[config.mk]
export PLATFORM = sky130hd
export DESIGN_NAME = mmio_uart_tx
export DESIGN_NICKNAME = d
export VERILOG_FILES = /design/src/rtl/mmio_uart_pkg.sv /design/src/rtl/tx_fifo.sv /design/src/rtl/mmio_uart_tx.sv
export SDC_FILE = /design/constraint.sdc
export NUM_CORES = 1
export LEC_CHECK = 0
export ABC_AREA = 0
export BUFFER_PORTS_ARGS = -buffer_cell sky130_fd_sc_hd__buf_2
export CORE_ASPECT_RATIO = 1.2
export CORE_UTILIZATION = 40
export CTS_CLUSTER_DIAMETER = 150
export CTS_CLUSTER_SIZE = 10
export DETAILED_ROUTE_END_ITERATION = 8
export SLEW_MARGIN = 10
export SYNTH_ARGS = -nofsm -noshare
export SYNTH_HDL_FRONTEND = slang
export SYNTH_SLANG_ARGS = --single-unit
[constraint.sdc]
create_clock -name clk -period 3.8 [get_ports clk]
set_clock_uncertainty 0.05 [all_clocks]
set_input_delay 0.19 -clock clk [delete_from_list [all_inputs] [get_ports clk]]
set_output_delay 0.19 -clock clk [all_outputs]
set_load 0.02 [all_outputs]
[src/rtl/mmio_uart_pkg.sv]
// rtl/mmio_uart_pkg.sv - shared constants and FSM encoding for the MMIO UART transmitter
package mmio_uart_pkg;

    // Word offsets within the 16-byte window, decoded from Address[3:2]
    localparam logic [1:0] TXDATA_OFF = 2'd0;
    localparam logic [1:0] STATUS_OFF = 2'd1;
    localparam logic [1:0] BAUD_OFF   = 2'd2;
    localparam logic [1:0] PORTIN_OFF = 2'd3;

    localparam int STATUS_BUSY      = 0;
    localparam int STATUS_FULL      = 1;
    localparam int STATUS_EMPTY     = 2;
    localparam int STATUS_OVF       = 3;
    localparam int STATUS_COUNT_LSB = 4;

    localparam logic [15:0] MIN_DIVISOR = 16'd2;

    typedef enum logic [1:0] {
        ST_IDLE,
        ST_START,
        ST_DATA,
        ST_STOP
    } tx_state_e;

endpackage

[src/rtl/tx_fifo.sv]
// rtl/tx_fifo.sv - synchronous FIFO; a push while full is accepted only alongside a pop
module tx_fifo #(
    parameter int WIDTH = 8,
    parameter int DEPTH = 4
) (
    input  logic                     clk,
    input  logic                     reset,
    input  logic                     push,
    input  logic [WIDTH-1:0]         push_data,
    input  logic                     pop,
    output logic [WIDTH-1:0]         pop_data,
    output logic                     full,
    output logic                     empty,
    output logic [$clog2(DEPTH):0]   count
);
    localparam int AW = $clog2(DEPTH);

    logic [WIDTH-1:0] mem [DEPTH];
    logic [AW-1:0]    wr_ptr;
    logic [AW-1:0]    rd_ptr;
    logic             do_push;
    logic             do_pop;

    assign full     = (count == (AW+1)'(DEPTH));
    assign empty    = (count == '0);
    assign do_pop   = pop && !empty;
    assign do_push  = push && (!full || do_pop);
    assign pop_data = mem[rd_ptr];

    always_ff @(posedge clk or negedge reset) begin
        if (!reset) begin
            wr_ptr <= '0;
            rd_ptr <= '0;
            count  <= '0;
        end else begin
            if (do_push) wr_ptr <= wr_ptr + 1'b1;
            if (do_pop)  rd_ptr <= rd_ptr + 1'b1;
            case ({do_push, do_pop})
                2'b10:   count <= count + 1'b1;
                2'b01:   count <= count - 1'b1;
                default: count <= count;
            endcase
        end
    end

    always_ff @(posedge clk) begin
        if (do_push) mem[wr_ptr] <= push_data;
    end

endmodule

[src/rtl/mmio_uart_tx.sv]
// rtl/mmio_uart_tx.sv - memory-mapped 8N1 UART transmitter with status, divisor and input-port registers
module mmio_uart_tx
    import mmio_uart_pkg::*;
#(
    parameter logic [31:0] BASE_ADDRESS    = 32'h1001_0400,
    parameter int          FIFO_DEPTH      = 4,
    parameter logic [15:0] DEFAULT_DIVISOR = 16'd434
) (
    input  logic        clk,
    input  logic        reset,
    input  logic [31:0] Address,
    input  logic [31:0] WriteData,
    input  logic        MemWrite,
    input  logic        MemRead,
    input  logic [7:0]  PortIn,
    output logic [31:0] ReadData,
    output logic        Hit,
    output logic        TxD,
    output logic        TxIrq
);
    localparam int CW = $clog2(FIFO_DEPTH) + 1;

    tx_state_e       state, state_n;
    logic [7:0]      shift, shift_n;
    logic [15:0]     timer, timer_n;
    logic [15:0]     div_lat, div_n;
    logic [2:0]      bit_idx, bit_n;
    logic            txd, txd_n;
    logic            tx_irq;
    logic [15:0]     baud_div;
    logic            overflow;
    logic [7:0]      sync1, sync2;
    logic [1:0]      offset;
    logic            wr_txdata, wr_baud, rd_status;
    logic            pop, bit_end;
    logic [7:0]      fifo_data;
    logic            fifo_full, fifo_empty;
    logic [CW-1:0]   fifo_count;
    logic [31:0]     status;
    logic            unused;

    assign unused    = ^{Address[1:0], WriteData[31:16]};
    assign Hit       = (Address[31:4] == BASE_ADDRESS[31:4]);
    assign offset    = Address[3:2];
    assign wr_txdata = Hit && MemWrite && (offset == TXDATA_OFF);
    assign wr_baud   = Hit && MemWrite && (offset == BAUD_OFF);
    assign rd_status = Hit && MemRead && (offset == STATUS_OFF);
    assign bit_end   = (timer == 16'd0);
    assign TxD       = txd;
    assign TxIrq     = tx_irq;

    tx_fifo #(.WIDTH(8), .DEPTH(FIFO_DEPTH)) u_fifo (
        .clk       (clk),
        .reset     (reset),
        .push      (wr_txdata),
        .push_data (WriteData[7:0]),
        .pop       (pop),
        .pop_data  (fifo_data),
        .full      (fifo_full),
        .empty     (fifo_empty),
        .count     (fifo_count)
    );

    always_ff @(posedge clk or negedge reset) begin
        if (!reset) begin
            state    <= ST_IDLE;
            shift    <= '0;
            timer    <= '0;
            div_lat  <= DEFAULT_DIVISOR;
            bit_idx  <= '0;
            txd      <= 1'b1;
            tx_irq   <= 1'b1;
            baud_div <= DEFAULT_DIVISOR;
            overflow <= 1'b0;
            sync1    <= '0;
            sync2    <= '0;
        end else begin
            state    <= state_n;
            shift    <= shift_n;
            timer    <= timer_n;
            div_lat  <= div_n;
            bit_idx  <= bit_n;
            txd      <= txd_n;
            // FIFO cannot be popped when IDLE is the next state, so only a push can make it non-empty
            tx_irq   <= (state_n == ST_IDLE) && fifo_empty && !wr_txdata;
            if (wr_baud)
                baud_div <= (WriteData[15:0] < MIN_DIVISOR) ? MIN_DIVISOR : WriteData[15:0];
            if (wr_txdata && fifo_full && !pop)
                overflow <= 1'b1;
            else if (rd_status)
                overflow <= 1'b0;
            sync1    <= PortIn;
            sync2    <= sync1;
        end
    end

    always_comb begin
        state_n = state;
        shift_n = shift;
        timer_n = timer;
        div_n   = div_lat;
        bit_n   = bit_idx;
        txd_n   = txd;
        pop     = 1'b0;
        case (state)
            ST_IDLE: begin
                if (!fifo_empty) begin
                    pop     = 1'b1;
                    shift_n = fifo_data;
                    div_n   = baud_div;
                    timer_n = baud_div - 16'd1;
                    bit_n   = '0;
                    txd_n   = 1'b0;
                    state_n = ST_START;
                end
            end
            ST_START: begin
                if (bit_end) begin
                    timer_n = div_lat - 16'd1;
                    txd_n   = shift[0];
                    state_n = ST_DATA;
                end else begin
                    timer_n = timer - 16'd1;
                end
            end
            ST_DATA: begin
                if (bit_end) begin
                    timer_n = div_lat - 16'd1;
                    if (bit_idx == 3'd7) begin
                        txd_n   = 1'b1;
                        state_n = ST_STOP;
                    end else begin
                        bit_n   = bit_idx + 3'd1;
                        shift_n = {1'b0, shift[7:1]};
                        txd_n   = shift[1];
                    end
                end else begin
                    timer_n = timer - 16'd1;
                end
            end
            ST_STOP: begin
                if (bit_end) begin
                    if (!fifo_empty) begin
                        pop     = 1'b1;
                        shift_n = fifo_data;
                        div_n   = baud_div;
                        timer_n = baud_div - 16'd1;
                        bit_n   = '0;
                        txd_n   = 1'b0;
                        state_n = ST_START;
                    end else begin
                        state_n = ST_IDLE;
                    end
                end else begin
                    timer_n = timer - 16'd1;
                end
            end
            default: state_n = ST_IDLE;
        endcase
    end

    always_comb begin
        status                              = '0;
        status[STATUS_BUSY]                 = (state != ST_IDLE);
        status[STATUS_FULL]                 = fifo_full;
        status[STATUS_EMPTY]                = fifo_empty;
        status[STATUS_OVF]                  = overflow;
        status[STATUS_COUNT_LSB +: 4]       = 4'(fifo_count);
    end

    always_comb begin
        ReadData = 32'd0;
        if (Hit && MemRead) begin
            case (offset)
                STATUS_OFF: ReadData = status;
                BAUD_OFF:   ReadData = {16'd0, baud_div};
                PORTIN_OFF: ReadData = {24'd0, sync2};
                default:    ReadData = 32'd0;
            endcase
        end
    end

endmodule

# ---- Yosys cells after proc, flatten, opt, wreduce, memory -nomap -nowiden
# Memories as Yosys holds them, arrays and structs flattened.
# Cells that the tools add are included.
dict set report classes {
  addsub 8
  order_cmp 1
  n_eq_ne 15
  muxes 41
  n_reduce_logical 30
}
# operator count
set op_table {}
lappend op_table {{$mux W16} 7}
lappend op_table {{$pmux W16 S3} 2}
lappend op_table {{$sub A16 B1 Y16 const B} 3}
lappend op_table {{$mux W8} 4}
lappend op_table {{$pmux W16 S2} 1}
lappend op_table {{$eq A28 B25 Y1 const B} 1}
lappend op_table {{$pmux W8 S3} 1}
lappend op_table {{$logic_not A16 Y1} 1}
lappend op_table {{$lt A16 B2 Y1 const B} 1}
lappend op_table {{$mux W1} 12}
lappend op_table {{$mux W3} 4}
lappend op_table {{$logic_and A1 B1 Y1} 11}
lappend op_table {{$eq A2 B2 Y1 const B} 5}
lappend op_table {{$mux W2} 5}
lappend op_table {{$pmux W3 S3} 1}
lappend op_table {{$ne A2 B2 Y1 const B} 4}
lappend op_table {{$pmux W2 S4} 1}
lappend op_table {{$reduce_bool A2 Y1} 4}
lappend op_table {{$add A3 B1 Y3 const B} 2}
lappend op_table {{$eq A2 B1 Y1 const B} 3}
lappend op_table {{$eq A3 B3 Y1 const B} 2}
lappend op_table {{$logic_not A2 Y1} 3}
lappend op_table {{$pmux W3 S2} 1}
lappend op_table {{$add A2 B1 Y2 const B} 2}
lappend op_table {{11 further kinds} 14}
dict set report word_totals {
  regBits 87
  ram_bits 32
  out_inout_bits 35
  n_memories 1
}
# memory words width rd rd_ports_with_merged_regs wr line
set mem_list {}
lappend mem_list {u_fifo.mem 4 8 1 0 1 tx_fifo.sv:18} ;# logic [WIDTH-1:0] mem [DEPTH];

# ---- Longest topological paths before layout
# Gate-level depths: netlist of the first run.
dict set report logic_depth {
  depth_word 9
  ltp_mapped 11
  mapped_depth_nobuf 11
}

# ---- Modules after synthesis
# A second synthesis of the first run with hierarchy kept.
dict set report unflattened {
  hier_cells 556
  hier_area_um2 6454.9
}
# mod n_inst cells_per_inst area_per_inst_um2 seq_area_each_um2
set modules_own_cells {}
lappend modules_own_cells {mmio_uart_tx 1 476 4867.2 2016.9}
lappend modules_own_cells {tx_fifo 1 80 1587.8 1136.1}

# ---- Worst setup path before layout of the first run
# Ideal clock, no wire load.
dict set report synth_path {
  path_kind {reg-to-reg}
  start {reg timer[6]}
  end {reg u_fifo.count[1]}
  setup_time_ns 0.122
  arrival_time_ns 2.139
  t_required_ns 3.628
  setup_slack_ns 1.489
  path_stages_with_launch 8
  path_cell_list {dfrtp_1 > nor4_4 > and4_1 > o21ai_2 > a31o_2 > fa_1 > inv_1 > a32o_1}
}
dict set report synth_between {
  elab_chain_len 8
}
# element line
set synth_rtl {}
lappend synth_rtl {{from (decl)} mmio_uart_tx.sv:25} ;# logic [15:0] timer, timer_n;
lappend synth_rtl {{from (signal assigned)} mmio_uart_tx.sv:80} ;# timer <= timer_n;
lappend synth_rtl {{$logic_not A16 Y1 (*)} mmio_uart_tx.sv:48} ;# assign bit_end = (timer == 16'd0);
lappend synth_rtl {{$mux W1 (*)} mmio_uart_tx.sv:142} ;# if (bit_end) begin
lappend synth_rtl {{$pmux W1 S2 (*)} mmio_uart_tx.sv:105} ;# case (state)
lappend synth_rtl {{$logic_and A1 B1 Y1 (*)} tx_fifo.sv:26} ;# assign do_pop = pop && !empty;
lappend synth_rtl {{$logic_or A1 B1 Y1} tx_fifo.sv:27} ;# assign do_push = push && (!full || do_pop);
lappend synth_rtl {{$logic_and A1 B1 Y1} tx_fifo.sv:27}
lappend synth_rtl {{$eq A2 B1 Y1 / $eq A2 B2 Y1 (equally long branches)} tx_fifo.sv:38} ;# case ({do_push, do_pop})
lappend synth_rtl {{$pmux W3 S2 / $reduce_bool A2 Y1 (equally long branches)} -}
lappend synth_rtl {{to (signal assigned)} tx_fifo.sv:39} ;# 2'b10: count <= count + 1'b1;
lappend synth_rtl {{to (signal assigned)} tx_fifo.sv:40} ;# 2'b01: count <= count - 1'b1;
lappend synth_rtl {{to (signal assigned)} tx_fifo.sv:41} ;# default: count <= count;
lappend synth_rtl {{to (decl)} tx_fifo.sv:14} ;# output logic [$clog2(DEPTH):0] count
# Every way passes the cells marked *; elsewhere a longest branch is shown, timed or not.
# A chain may end at the register's enable or synchronous reset.

# ---- Worst setup path in the final report of the first run
dict set report layout_path {
  start {reg timer[12]}
  end {mem u_fifo.mem[3][0] (enable)}
}
dict set report layout_between {
  elab_chain_len 8
}
# element line
set layout_rtl {}
lappend layout_rtl {{$logic_not A16 Y1} mmio_uart_tx.sv:48}
lappend layout_rtl {{$mux W1} mmio_uart_tx.sv:142}
lappend layout_rtl {{$pmux W1 S2} mmio_uart_tx.sv:105}
lappend layout_rtl {{$logic_and A1 B1 Y1} tx_fifo.sv:26}
lappend layout_rtl {{$logic_or A1 B1 Y1} tx_fifo.sv:27}
lappend layout_rtl {{$logic_and A1 B1 Y1} tx_fifo.sv:27}
lappend layout_rtl {{$mux W1} tx_fifo.sv:47} ;# if (do_push) mem[wr_ptr] <= push_data;
lappend layout_rtl {{$mux W1 (implied by the code)} tx_fifo.sv:47}
lappend layout_rtl {{to (decl)} tx_fifo.sv:18}
# No other way between the ends.

==> results_dict.tcl, run 1 <==
set metrics [dict create \
    synth.area.top_cells "dfrtp_1 30%, edfxtp_1 15%, mux2_2 5.9%, dfstp_2 5.0%, xor2_1 3.6%" \
    gr-total-overflow 0 \
    use_met2 0.3413 \
    critical_path.top_delay_family "simple AND/OR/NAND/NOR gates" \
    cp_slowest_cell "nor4_2" \
    grt_antenna_before_repair 0 \
    die_area_um2 16330 \
    dp_hpwl_um 10430 \
    power_density_nw_per_um2 436.4 \
    irDropWorstVdd_uv 455.6 \
    grt_pass1_vias 4872 \
    ctsHtreeMaxLevel 4 \
    top_usage_layer "met2" \
    hp-class "input pin to flop" \
    fmax_mhz 357.6 \
    reg2reg_depth 5 \
    hold_viol_final 0 \
    critPathMaxFanout 8 \
    worstPathArrival_ns 2.81 \
    cp.depth 5 \
    yosysWarnings 0 \
    yosysMostFrequentCell "dfrtp_1" \
    cp-end-kind "flop" \
    vias 4695 \
    synth_compound_area_frac 0.1052 \
    yosysUniqueCellTypes 61 \
    io_buffers 76 \
    status "completed" \
    place_congestion 0.8216 \
    antenna_left 0 \
    cts_sinks 119 \
    maxSlewViolCount 0 \
    root_buffer "clkbuf_16" \
    clk_latency_ns 0.41 \
    diodes 0 \
    wire_per_inst_um 16.78 \
    io_pins 111 \
    maxSlewHeadroom 0.3380 \
    synth_top_area_frac 0.2965 \
    final_area_um2 7620 \
    synth_top_flop_cell "dfrtp_1" \
    yosys.area_share.simple 0.1542 \
    synth_cells 564 \
    min_period_ns 2.797 \
    dp_worst_setup_slack_ns 0.9983 \
    cts.path.max_buffers 2 \
    p_leak_nw 3.317 \
    die_h_um 139.8 \
    startpoint_type "flop" \
    grt_max_degree 59 \
    ys_seq_area_frac 0.4981 \
    coreArea_um2 15510 \
    die_w_um 116.8 \
    drc 0 \
    worst_pin_slew_ns 0.9893 \
    worstPathCellList "nor4_2 -> and4_1 -> o21ai_2 -> a21oi_1 -> and2_1" \
    final_layout_size_suffix_gt1_frac 0.2768 \
    setup_viol 0 \
    gr-usage-met3 0.03571 \
    rsz0062_at_grt "false" \
    cpPeakStageDelay_ns 0.55 \
    use_met1 0.2353 \
    placed_cell_area_um2 6830 \
    ys_ff_latch 119 \
    nets 750 \
    min_path_cells 1 \
    cts_resized 0 \
    syn_to_final_growth_pct 20.38 \
    synthAdderAreaFrac 0.03084 \
    yosysTopAreaCell "dfrtp_1" \
    synth_mux_area_frac 0.1030 \
    critical_path_required_ns 3.81 \
    crit_type "flop to flop" \
    synth-edff-count 32 \
    ys_top_cells_by_count "75 x dfrtp_1, 53 x nor2_1, 33 x mux2_2, 32 x edfxtp_1, 32 x nand2_1" \
    tns_ns 0 \
    period_share 0.7360 \
    fin_ws_ns 1.003 \
    critPathBufInv 0 \
    cts_tree "done" \
    postSynth.asyncResetShare 0.7311 \
    wirelength_um 14770 \
    drt_iter0_drc 195 \
    syn-cell-area_um2 6330 \
    initial_core_util 0.4080 \
    syn_avg_cell_area_um2 11.22 \
    synth_top_family_by_area "simple AND/OR/NAND/NOR gates" \
    clkTransAtPathRegs_ns 0.06 \
    rows 50 \
    synth_xor_area_frac 0.05811 \
    grt_pass1_wl_um 24160 \
    drt_first_pass_iters 5 \
    numCtsBuffers 17 \
    drv_cap 0 \
    avgViaCountPerCell 5.335 \
    track_usage 0.1950 \
]
## routing by layer
layer  part of all wire  wire length (um)  vias to the layer above
met5                  0                 0                        -
met4              0.014               204                        0
met3              0.043               634                       18
met2               0.52              7700                      148
met1               0.42              6226                     2307
li1                   -                 -                     2222
## kinds of logic after synthesis
family,Yosys count
multiplexers,51
AO/OA/AOI/OAI,97
XOR/XNOR,42
other,1
AND/OR/NAND/NOR,178
adder cells (fa/ha/maj),15
flip-flops,119
buffers and inverters,61
## per-stage QoR
| stage | hold slack (ns) | utilization | power, mW | instances |
|---|---|---|---|---|
| finish | 0.03470 | 0.4911 | 3.325 | 880 |
| global route | 0.02655 | 0.4911 | 3.449 | 880 |
| CTS | 0.02298 | 0.4911 | 3.359 | 880 |
| detailed placement | 0.2499 | 0.4402 | 1.775 | 827 |
| global placement | 0.2480 | 0.4402 | 1.763 | 827 |
| floorplan | -0.1556 | - | 1.671 | 579 |
## final cells by class
| class | instances | area, um^2 |
|---|---|---|
| inverters | 20 | 75.07 |
| clock inverters | 14 | 140.1 |
| repair buffers | 102 | 630.6 |
| multi-input cells | 399 | 2922 |
| well taps | 208 | 260.3 |
| flip-flops and latches | 119 | 3153 |
| clock buffers | 18 | 439.2 |
| fillers | 1426 | 7895 |
## timing repair
action	CTS	global route
hold endpoints to repair	85	0
setup endpoints to repair	0	0
buffers inserted	0	0
hold buffers	21	0
## worst reg2reg max path, delay by kind of cell, from the launching register on
family	cells	cell delay, ns
compound gates	2	0.57
flops	1	0.42
simple gates	3	1.40
## flip-flops by register name, summed over array words and instances (netlist names)
| register | flops |
|---|---|
| baud_div | 16 |
| u_fifo.rd_ptr | 2 |
| overflow | 1 |
| state | 2 |
| div_lat | 16 |
| timer | 16 |
| TxD | 1 |
| sync2 | 8 |
| bit_idx | 3 |
| u_fifo.mem | 32 |
| shift | 8 |
| u_fifo.wr_ptr | 2 |
| TxIrq | 1 |
| sync1 | 8 |
| u_fifo.count | 3 |
## placed cells by master, fill, tap and decap left out, drive strengths merged, types with 4 or more instances in the layout
cell type / synthesis / final
buf: 26 / 81
dfrtp: 75 / 75
nor2: 53 / 53
mux2: 33 / 33
nand2: 33 / 33
edfxtp: 32 / 32
inv: 20 / 27
xor2: 26 / 26
dlygate4sd3: 0 / 21
o21ai: 21 / 21
a21oi: 21 / 21
clkbuf: 15 / 18
nor4: 18 / 18
a22oi: 17 / 17
xnor2: 16 / 16
conb: 1 / 16
ha: 14 / 14
dfstp: 12 / 12
o22ai: 12 / 12
nand3: 11 / 11
nor3: 11 / 11
and3: 10 / 10
mux2i: 10 / 10
mux4: 8 / 8
nand4: 6 / 6
and2: 6 / 6
o31ai: 5 / 5
or3: 5 / 5
nor2b: 4 / 4
nor3b: 4 / 4
clkinv: 0 / 4
## path summary, 6_finish.rpt
| path | startpoint | to | slack [ns] |
|---|---|---|---|
| setup / recovery | timer[12] | u_fifo.mem[3][0] | 1.00 |
| hold reg to reg | sync1[2] | sync2[2] | 0.30 |
| min in group asynchronous | reset | timer[12] | 0.35 |
| setup reg to reg | timer[12] | u_fifo.mem[3][0] | 1.00 |
| max in group asynchronous | reset | baud_div[5] | 2.41 |
| hold / removal | WriteData[7] | u_fifo.mem[0][7] | 0.03 |
## power breakdown
part           internal (mW)  total, mW  leakage, nW  switching [mW]
clock                  0.934       1.56        0.281           0.625
combinational          0.160      0.391         1.65           0.231
sequential              1.35       1.37         1.38          0.0248
No activity file was read; power rests on OpenSTA's default activity.
==> run 2, diff against run 1 <==
clock period = 2.4 ns   (was 3.8 ns; I/O delays follow)
==> run 2 against run 1 <==
Effect of this change: the run now ends with setup timing left; combinational power is 77% higher; count of clock-buffer cells in the layout is 1 lower; utilization grew 2.8 points; first-iteration DRC count up 23%; clock power rose by 60%; routed wire length grew 3.6%; final cell count rose by 5.2%; register-to-register slack worse by 1.1 ns; setup slack worse by 1.1 ns.
==> results_dict.tcl, run 2 (synthesis gave the netlist of run 1 again) <==
set metrics [dict create \
    status "finished, violations left" \
    violations "setup timing" \
    place_congestion 0.8640 \
    comb_power_share 0.129 \
    fin_ws_ns -0.04795 \
    worst_pin_slew_ns 0.9335 \
    cts_tree "done" \
    rr_startpoint "timer[0]" \
    grt_max_degree 49 \
    min_path_cells 3 \
    io_buffers 76 \
    drt_first_pass_iters 4 \
    period_share 1.020 \
    power_density_nw_per_um2 665.2 \
    rows 50 \
    grt_pass1_vias 4989 \
    final_layout_size_suffix_gt1_frac 0.3357 \
    drv_cap 0 \
    reg2reg_depth 9 \
    layout_common_cells "75 x dfrtp_1, 75 x buf_2, 53 x nor2_1, 47 x buf_4, 33 x mux2_2" \
    holdCritStartpoint "MemWrite" \
    internal_power_mw 3.910 \
    largest_register_ffs 32 \
    diodes 0 \
    die_w_um 116.8 \
    wirelength_um 15300 \
    n_fill_cell 1421 \
    grt_pass1_wl_um 24770 \
    critical_path_required_ns 2.65 \
    cts.path.max_buffers 2 \
    grt_antenna_before_repair 0 \
    dp_hpwl_um 11110 \
    irDropWorstVdd_uv 469.7 \
    io_pins 111 \
    p_sw_mw 1.449 \
    wire_per_inst_um 16.52 \
    nets 796 \
    setup_viol 1 \
    coreArea_um2 15510 \
    p_leak_nw 3.564 \
    rsz0062_at_grt "true" \
    maxSlewViolCount 0 \
    min_period_ns 2.448 \
    clkTransAtPathRegs_ns 0.06 \
    top_register "u_fifo.mem" \
    worstPathCellList "inv_2 -> ha_4 -> nor4bb_4 -> and4_4 -> o21ai_4 -> a31o_4 -> fa_2 -> inv_2 -> a32o_1" \
    clk_latency_ns 0.41 \
    die_area_um2 16330 \
    cpPeakStageDelay_ns 0.53 \
    initial_core_util 0.4080 \
    critPathMaxFanout 4 \
    ctsHtreeMaxLevel 4 \
    cp_slowest_cell "fa_2" \
    hp-class "input pin to flop" \
    numCtsBuffers 17 \
    die_h_um 139.8 \
    min_to "overflow" \
    tns_ns -0.04795 \
    finalPower_mw 5.359 \
    p_sw_frac 0.2703 \
    reg2reg_setup_slack_ns -0.05 \
    root_buffer "clkbuf_16" \
    avgViaCountPerCell 5.243 \
    worstPathArrival_ns 2.70 \
    multi_input_area_um2 2988 \
    fmax_mhz 408.5 \
    seqPwrFrac 0.406 \
    cp-end-kind "flop" \
    path_common_cell "inv_2" \
    critical_path.top_delay_family "adder cells" \
    maxSlewHeadroom 0.3754 \
    cts_sinks 119 \
    seq_area_um2 3153 \
    r2r_end "u_fifo.count[1]" \
    crit_type "flop to flop" \
    gr-total-overflow 0 \
    antenna_left 0 \
    syn_to_final_growth_pct 27.28 \
    vias 4855 \
    track_usage 0.2027 \
    drc 0 \
    startpoint_type "flop" \
    whs_ns 0.1273 \
    drt_iter0_drc 239 \
    p_clk_frac 0.465 \
    cp.depth 9 \
    hold_viol_final 0 \
    critPathBufInv 2 \
]
==> run 2: power groups by stage <==
stage	clock network (mW)	registers [mW]	logic, mW
2_1_floorplan	0	2.19	0.458
3_3_place_gp	0	2.21	0.607
3_5_place_dp	0	2.21	0.627
4_1_cts	2.55	2.17	0.662
5_1_grt	2.62	2.18	0.756
6_report	2.49	2.17	0.692
==> run 2: worst max-delay path by stage <==
stage / to / slack, ns / from
final: u_fifo.count[1] / -0.05 / timer[0]
after global routing: u_fifo.count[1] / -0.09 / timer[0]
after CTS: u_fifo.count[2] / 0.004 / state[0]
after detailed placement: u_fifo.count[2] / -0.09 / timer[0]
after global placement: u_fifo.count[2] / 0.05 / timer[0]
after floorplan: u_fifo.count[1] / 0.09 / timer[6]
==> run 2: area by class of cell <==
cell class | instances | share of cell area
repair buffers | 148 | 0.1239
multi-input cells | 399 | 0.3709
well taps | 208 | 0.03230
flip-flops and latches | 119 | 0.3914
clock buffers | 17 | 0.05280
inverters | 20 | 0.009318
clock inverters | 15 | 0.01941
==> run 2: metal layers <==
metal | vias to the layer above | GRT usage | wire length [um]
li1 | 2312 | - | -
met1 | 2364 | 0.2427 | 6219
met2 | 154 | 0.3541 | 8056
met3 | 25 | 0.03789 | 682
met4 | 0 | 0.07995 | 341
met5 | - | 0 | 0
==> run 2: stage by stage <==
| step | setup WS [ns] | instance area [um^2] | util | cells |
|---|---|---|---|---|
| 2_1_floorplan | 0.08923 | 6386 | - | 579 |
| 3_3_place_gp | 0.04657 | 7128 | 0.4594 | 865 |
| 3_5_place_dp | -0.09327 | 7128 | 0.4594 | 865 |
| 4_1_cts | 0.004360 | 7994 | 0.5152 | 923 |
| 5_1_grt | -0.08835 | 8056 | 0.5193 | 926 |
| 6_report | -0.04795 | 8056 | 0.5193 | 926 |
==> run 2: worst register-to-register path, stage by stage, from the launching register on <==
cell      delay, ns
dfrtp_1        0.38
inv_2          0.09
ha_4           0.13
nor4bb_4       0.29
and4_4         0.30
o21ai_4        0.10
a31o_4         0.24
fa_2           0.53
inv_2          0.03
a32o_1         0.20
==> run 2: timing repair <==
action / in CTS / in global routing
buffers inserted: 1 / 3
gates resized for setup: 7 / 11
hold buffers: 25 / 0
setup endpoints to repair: 2 / 50
pin swaps: 1 / 5
endpoints found under the hold margin: 85 / 0
==> run 3, diff against run 2 <==
CORE_ASPECT_RATIO = not set   (was 1.2)
==> run 3 against run 2 <==
Effect of this change: the flow now finishes without violations; largest cell class unchanged; routed wire length barely moved; global-route usage fell by 0.51 points; sequential power barely moved; setup slack improved by 0.080 ns.
==> results_dict.tcl, run 3 (synthesis gave the netlist of run 1 again) <==
set metrics [dict create \
    grt_max_degree 44 \
    place_congestion 0.8396 \
    irDropWorstVdd_uv 458.0 \
    drc 0 \
    largest_register_ffs 32 \
    tns_ns 0 \
    hp-class "input pin to flop" \
    cts_tree "done" \
    wl_met1_um 6803 \
    fin_ws_ns 0.03199 \
    cts_sinks 119 \
    diodes 0 \
    startpoint_type "flop" \
    io_pins 111 \
    track_usage 0.1975 \
    root_buffer "clkbuf_16" \
    final_layout_size_suffix_gt1_frac 0.3263 \
    rr_startpoint "timer[0]" \
    min_to "overflow" \
    rsz0062_at_grt "true" \
    wirelength_um 15310 \
    highest_layer "met4" \
    finalPower_mw 5.347 \
    rows 45 \
    maxSlewHeadroom 0.3453 \
    die_h_um 127.8 \
    fmax_mhz 422.3 \
    numCtsBuffers 17 \
    r2r_end "u_fifo.count[1]" \
    grt_antenna_before_repair 0 \
    clk_latency_ns 0.42 \
    drt_iter0_drc 317 \
    drv_cap 0 \
    period_share 0.9867 \
    setup_viol 0 \
    critical_path_required_ns 2.65 \
    dp_worst_setup_slack_ns -0.1483 \
    die_area_um2 16330 \
    gr-total-overflow 0 \
    hold_viol_final 0 \
    initial_core_util 0.4133 \
    maxSlewViolCount 0 \
    avgViaCountPerCell 5.246 \
    die_w_um 127.8 \
    cp_slowest_cell "fa_2" \
    syn_to_final_growth_pct 26.88 \
    min_path_cells 4 \
    cts.path.max_buffers 2 \
    dp_hpwl_um 10780 \
    worst_pin_slew_ns 0.9785 \
    vias 4853 \
    drt_first_pass_iters 7 \
    routed-wl-met2_um 7421 \
    reg2reg_depth 9 \
    top_register "u_fifo.mem" \
    worstPathArrival_ns 2.62 \
    layout_common_cells "75 x dfrtp_1, 75 x buf_2, 52 x nor2_1, 43 x buf_4, 33 x mux2_2" \
    reg2reg_setup_slack_ns 0.03 \
    worstPathCellList "inv_2 -> ha_4 -> nor4bb_4 -> and4_4 -> o21ai_4 -> a31o_4 -> fa_2 -> inv_1 -> a32o_1" \
    coreArea_um2 15310 \
    critPathMaxFanout 4 \
    grt_pass1_wl_um 24730 \
    crit_type "flop to flop" \
    critPathLaunch "timer[0]" \
    io_buffers 76 \
    status "completed" \
    nets 792 \
    p_leak_nw 3.530 \
    clkTransAtPathRegs_ns 0.06 \
    cpPeakStageDelay_ns 0.51 \
    min_period_ns 2.368 \
    power_density_nw_per_um2 665.7 \
    wire_per_inst_um 16.55 \
    antenna_left 0 \
    ctsHtreeMaxLevel 4 \
    grt_pass1_vias 4767 \
    wl_met3_um 701 \
    holdCritStartpoint "Address[2]" \
    cp-end-kind "flop" \
]
run 3: per-layer routing:
| metal | track usage | vias to the layer above |
|---|---|---|
| met4 | 0.09481 | 0 |
| met3 | 0.03798 | 28 |
| met5 | 0 | - |
| li1 | - | 2301 |
| met2 | 0.3229 | 170 |
| met1 | 0.2524 | 2354 |
run 3: worst max-delay path by stage:
stage	to
after global routing	u_fifo.count[1]
final	u_fifo.count[1]
after global placement	u_fifo.count[1]
after floorplan	u_fifo.count[1]
after CTS	u_fifo.count[2]
after detailed placement	u_fifo.count[2]
run 3: report_power, final:
| part | internal [mW] | switching [mW] |
|---|---|---|
| sequential | 2.14 | 0.0381 |
| combinational | 0.300 | 0.391 |
| clock | 1.53 | 0.949 |
| total | 3.97 | 1.38 |
run 3: area by class of cell:
cell class / count / area (um^2)
Clock inverter: 14 / 150.1
Fill cell: 1358 / 7283
Multi-Input combinational cell: 399 / 2992
Timing Repair Buffer: 144 / 968.4
Clock buffer: 18 / 429.2
Sequential cell: 119 / 3153
Inverter: 20 / 75.07
Tap cell: 211 / 264.0
run 3: what timing repair did:
item | in CTS | in global routing
setup buffers | 1 | 5
hold buffers | 25 | 0
endpoints found under the setup margin | 13 | 37
endpoints found under the hold margin | 92 | 0
gates resized for setup | 10 | 8
pin swaps | 2 | 6
run 3: metrics by stage:
stage,area [um^2],hold WS [ns],util,instances
detailed placement,7087,0.1299,0.4627,862
finish,8031,0.08303,0.5244,925
global route,8031,0.1020,0.5244,925
floorplan,6386,-0.2256,-,579
global placement,7087,0.1203,0.4627,862
CTS,7960,0.07652,0.5198,920
run 3: critical path: cells and delay by family (launching register included):
family                     cells  cell delay [ns]
AOI/OAI and AO/OA              3             0.52
buffers and inverters          2             0.12
DFF                            1             0.39
and+or+nand+nor                2             0.55
adders and majority gates      2             0.64
